## src/rtl/mem_port_arbiter.sv

```systemverilog
// Arbitrates a CPU port and a DMA/loader port onto one single-port synchronous-read memory.
// Grant is combinational, read data returns one cycle later, and DMA has a bounded starvation window in RUN.
module mem_port_arbiter #(
  parameter int DATA_W     = 32,
  parameter int ADDR_W     = 32,
  parameter int STARVE_MAX = 4
) (
  input  logic              clk,
  input  logic              rst_n,
  input  logic              switchStart,
  input  logic              cpu_req,
  input  logic              cpu_we,
  input  logic [ADDR_W-1:0] cpu_addr,
  input  logic [DATA_W-1:0] cpu_wd,
  output logic              cpu_stall,
  output logic [DATA_W-1:0] cpu_rd,
  output logic              cpu_rvalid,
  input  logic              dma_req,
  input  logic              dma_we,
  input  logic [ADDR_W-1:0] dma_addr,
  input  logic [DATA_W-1:0] dma_wd,
  output logic              dma_gnt,
  output logic [DATA_W-1:0] dma_rd,
  output logic              dma_rvalid,
  output logic              mem_we,
  output logic [ADDR_W-1:0] mem_addr,
  output logic [DATA_W-1:0] mem_wd,
  input  logic [DATA_W-1:0] mem_rd
);

  localparam int CNT_W = (STARVE_MAX < 1) ? 1 : $clog2(STARVE_MAX + 1);
  localparam logic [CNT_W-1:0] CNT_MAX = CNT_W'(STARVE_MAX);

  typedef enum logic {PH_LOAD, PH_RUN} phase_e;
  typedef enum logic [1:0] {OWN_NONE, OWN_CPU, OWN_DMA} owner_e;

  phase_e           phase_q, phase_d;
  owner_e           rd_owner_q, rd_owner_d;
  logic [CNT_W-1:0] starve_cnt_q, starve_cnt_d;
  logic             cpu_gnt, dma_gnt_w;

  always_comb begin
    cpu_gnt   = 1'b0;
    dma_gnt_w = 1'b0;
    if (cpu_req && dma_req) begin
      // In LOAD the loader owns the memory; in RUN the CPU wins until DMA has waited STARVE_MAX cycles.
      if (phase_q == PH_LOAD || starve_cnt_q == CNT_MAX) begin
        dma_gnt_w = 1'b1;
      end else begin
        cpu_gnt = 1'b1;
      end
    end else if (cpu_req) begin
      cpu_gnt = 1'b1;
    end else if (dma_req) begin
      dma_gnt_w = 1'b1;
    end
  end

  always_comb begin
    mem_we   = 1'b0;
    mem_addr = '0;
    mem_wd   = '0;
    if (cpu_gnt) begin
      mem_we   = cpu_we;
      mem_addr = cpu_addr;
      mem_wd   = cpu_wd;
    end else if (dma_gnt_w) begin
      mem_we   = dma_we;
      mem_addr = dma_addr;
      mem_wd   = dma_wd;
    end
    // No write may reach the memory while the block is held in reset.
    if (!rst_n) begin
      mem_we = 1'b0;
    end
  end

  always_comb begin
    phase_d      = phase_q;
    starve_cnt_d = '0;
    rd_owner_d   = OWN_NONE;
    if (phase_q == PH_LOAD && switchStart) begin
      phase_d = PH_RUN;
    end
    if (phase_q == PH_RUN && dma_req && !dma_gnt_w) begin
      starve_cnt_d = (starve_cnt_q == CNT_MAX) ? CNT_MAX : starve_cnt_q + 1'b1;
    end
    if (cpu_gnt && !cpu_we) begin
      rd_owner_d = OWN_CPU;
    end else if (dma_gnt_w && !dma_we) begin
      rd_owner_d = OWN_DMA;
    end
  end

  always_ff @(posedge clk or negedge rst_n) begin
    if (!rst_n) begin
      phase_q      <= PH_LOAD;
      starve_cnt_q <= '0;
      rd_owner_q   <= OWN_NONE;
    end else begin
      phase_q      <= phase_d;
      starve_cnt_q <= starve_cnt_d;
      rd_owner_q   <= rd_owner_d;
    end
  end

  assign cpu_stall  = cpu_req && !cpu_gnt;
  assign dma_gnt    = dma_gnt_w;
  assign cpu_rvalid = (rd_owner_q == OWN_CPU);
  assign dma_rvalid = (rd_owner_q == OWN_DMA);
  assign cpu_rd     = mem_rd;
  assign dma_rd     = mem_rd;

endmodule

```

## config.mk

```make
export PLATFORM = sky130hd
export DESIGN_NAME = mem_port_arbiter
export DESIGN_NICKNAME = d
export VERILOG_FILES = /design/src/rtl/mem_port_arbiter.sv
export SDC_FILE = /design/constraint.sdc
export NUM_CORES = 1
export LEC_CHECK = 0
export CAP_MARGIN = 0
export CORE_AREA = 2 2 116 118
export CTS_BUF_LIST = sky130_fd_sc_hd__clkbuf_16
export CTS_CLUSTER_SIZE = 10
export DETAILED_ROUTE_END_ITERATION = 8
export DIE_AREA = 0 0 118 120
export HOLD_SLACK_MARGIN = 0.15
export PLACE_DENSITY_LB_ADDON = 0.1
export SLEW_MARGIN = 20
export SYNTH_ARGS = -nofsm -noshare
export SYNTH_HDL_FRONTEND = slang
export SYNTH_SLANG_ARGS = --single-unit
```

## constraint.sdc

```tcl
create_clock -name clk -period 3.4 [get_ports clk]
set_clock_uncertainty 0.1 [all_clocks]
set_input_delay 1.02 -clock clk [delete_from_list [all_inputs] [get_ports clk]]
set_output_delay 1.02 -clock clk [all_outputs]
set_load 0.01 [all_outputs]
```

==> results.py <==
metrics = {
    "status": {
        "run_status": "finished clean",
    },
    "timing": {
        "min_period_ps": 3350,
        "max_slew.worst_pin.slew_ps": 200,
        "timing.setup.tns_ps": 0,
        "maxSlewViolCount": 0,
        "finalSetupViolCount": 0,
        "timing.final.crit_share": 0.986,
        "max_slew_margin": 0.866,
        "post-route-worst-setup-slack_ps": 47.7,
        "grt_setup_unrepaired": "true",
        "maxClockFrequency_ghz": 0.298,
        "hold_viol": 0,
    },
    "placement": {
        "post-place-ws_ps": -596,
        "hpwlAfterDp_um": 6010,
        "placement.io_buffers": 203,
        "gpl.final_weighted_congestion": 0.675,
    },
    "synthesis": {
        "synthesis.instances": 171,
        "synth-seq-cells": 6,
        "synth_top_cell_by_area": "a22o_1",
        "post_synth.cell_area_avg_um2": 8.67,
        "dominantRegCellSynth": "dfrtp_1",
        "synth-edff-count": 0,
        "yosysSeqAreaShare": 0.101,
        "synth-async-reset-ratio": 1.00,
        "synth.top_cells.by_count": "a22o_1, buf_4, buf_6, dfrtp_1, buf_2",
        "main_area_contributors_after_synthesis": "a22o_1, buf_4, dfrtp_1",
        "synthesis.nets": 340,
        "yosysUniqueCellTypes": 22,
        "ys_warn_count": 0,
        "synth_largest_type_area_fraction": 0.378,
        "mappedNetlistArea_um2": 1480,
    },
    "cts": {
        "worstSkewPairLatency_ps": 220,
        "cts.htree.levels": 1,
        "cts-root-to-sink-buffers": 2,
        "clkTransAtPathRegs_ps": 30,
        "cts_root_buffer_type": "clkbuf_16",
        "clock_sink_count": 6,
        "cts_tree": "yes",
        "tritoncts.num_buffers": 3,
    },
    "global_route": {
        "first_global_vias": 2034,
        "first_pass_grt_wire_length_um": 12200,
        "grt_max_degree": 26,
        "remaining_overflow_grt": 0,
        "initial_antenna_violation_count": 0,
        "globalRouteTotalUtil": 0.112,
    },
    "finish": {
        "num_antenna_cells": 0,
        "n_fill_cell": 1415,
        "layout-drive-gt1-share": 0.257,
        "seq_area_um2": 150,
        "fin_nets": 494,
        "multiInputGateArea_um2": 737,
        "flow.area_growth_from_synthesis_pct": 133,
    },
    "worst_setup_path": {
        "crit_fanout": 14,
        "critPathKind": "in -> out",
        "cp_data_required_time_ps": 2280,
        "reg2reg_slack_ps": 1580,
        "crit_arrival_ps": 2230,
        "cp-end-kind": "output pin",
        "crit_path_start_kind": "input port",
        "start_of_the_worst_register_to_register_path": "starve_cnt_q[0]$_DFF_PN0_",
        "capture_point_of_the_worst_reg_to_reg_path": "rd_owner_q[0]$_DFF_PN0_",
        "reg2reg_depth": 8,
    },
    "power": {
        "leakage_nw": 1.54,
        "int_power_mw": 0.509,
        "switching_part_of_the_total_power": 0.266,
        "totalPowerFinal_mw": 0.694,
        "share_clk_of_total_power": 0.269,
        "power.share.sequential": 0.109,
        "power.density_cell_area_nw_per_um2": 201,
        "switching_power_mw": 0.185,
        "share_comb_of_total_power": 0.622,
        "power.ir.vdd_worst_v": 0.0000886,
    },
    "routing": {
        "routed-via-count": 1917,
        "detail_route.wl_per_cell_um": 16.9,
        "detail-route-antenna-nets": 0,
        "avgViaCountPerCell": 3.84,
        "routed_wirelength_um": 8450,
        "detailedRoute.firstIterationViolations": 41,
        "detail_route.drc_violations": 0,
        "detailedRoute.firstPassIterationCount": 4,
    },
    "worst_hold_path": {
        "timing.hold.worst.start": "starve_cnt_q[0]$_DFF_PN0_",
        "min-delay-path-class": "reg -> reg",
        "whs_path_depth": 1,
        "min_to": "starve_cnt_q[0]$_DFF_PN0_",
    },
    "die": {
        "chipHeight_um": 120,
        "io_pins": 300,
        "design.die.area_um2": 14200,
        "floorplan.rows": 42,
        "dieWidth_um": 118,
        "initial_core_util": 0.114,
        "placeableCoreArea_um2": 13000,
    },
    "run": {
        "maxCapViolations": 0,
    },
}
-- logic make-up (layout without fill, tap and decap cells) --
family	Yosys count	count (layout)	synth area share
buffers and inverters	81	233	0.412
adder cells (fa/ha/maj)	2	2	0.0169
AND/OR/NAND/NOR	11	11	0.0473
flip-flops	6	6	0.101
AO/OA/AOI/OAI	71	71	0.423
-- how the worst max path moves through the flow --
stage | startpoint | to | slack [ps] | cells past startpoint
after floorplan | dma_req | mem_addr[0] | 550 | 4
after global placement | cpu_req | mem_addr[15] | -580 | 5
after detailed placement | cpu_req | mem_addr[31] | -600 | 5
after CTS | dma_req | mem_addr[26] | -10 | 8
after global routing | dma_req | mem_addr[26] | -10 | 8
final | dma_req | mem_addr[26] | 50 | 8
-- cell type report --
type / count / area share
clock buffers: 3 / 0.0217
inverters: 3 / 0.00325
multi-input cells: 84 / 0.213
flip-flops and latches: 6 / 0.0434
well taps: 176 / 0.0636
repair buffers: 227 / 0.655
-- metal layers --
metal  GRT usage  routed length (um)  share of wire
met1       0.110                2950           0.35
met2       0.212                4340           0.51
met3      0.0299                 783          0.093
met4      0.0602                 375          0.044
met5           0                   0              0
-- flip-flops by register name, summed over array words and instances, names as in the netlist --
register      count
starve_cnt_q      3
rd_owner_q        2
phase_q           1
-- metrics by stage --
stage	area, um^2	std cells	util	hold slack [ps]
6_report	3460	499	0.267	363
2_1_floorplan	1480	171	-	337
3_3_place_gp	3270	481	0.252	360
4_1_cts	3440	498	0.265	365
3_5_place_dp	3270	481	0.252	361
5_1_grt	3460	499	0.267	400
-- cell usage in the layout, fill, tap and decap left out, types with 2 or more instances in the layout --
cell type / n
buf_4: 5
inv_1: 3
ha_1: 2
buf_6: 3
buf_2: 44
a22o_1: 64
dfrtp_1: 6
buf_16: 6
a21boi_4: 2
clkbuf_16: 4
clkdlybuf4s15_2: 5
clkdlybuf4s50_1: 135
buf_12: 9
clkdlybuf4s15_1: 9
dlygate4sd2_1: 8
nor2b_1: 3
-- critical path, stage by stage --
cell	delay, ps
dlygate4sd2_1	250
buf_6	120
a21boi_4	140
buf_12	160
buf_12	140
buf_4	110
a22o_1	150
buf_6	120
-- timing repair --
item | 4_1_cts | 5_1_grt
buffers inserted | 7 | 0
cloned | 7 | 1
setup endpoints to repair | 67 | 42
gates resized for setup | 231 | 3
hold buffers | 0 | 0
pin swaps | 2 | 2
-- power groups by stage --
stage          registers, mW  logic [mW]  clock network, mW
2_1_floorplan         0.0759       0.205                  0
3_3_place_gp          0.0762       0.432                  0
3_5_place_dp          0.0763       0.430                  0
4_1_cts               0.0755       0.436              0.190
5_1_grt               0.0758       0.461              0.196
6_report              0.0754       0.432              0.187
(Power assumes the default switching activity.)
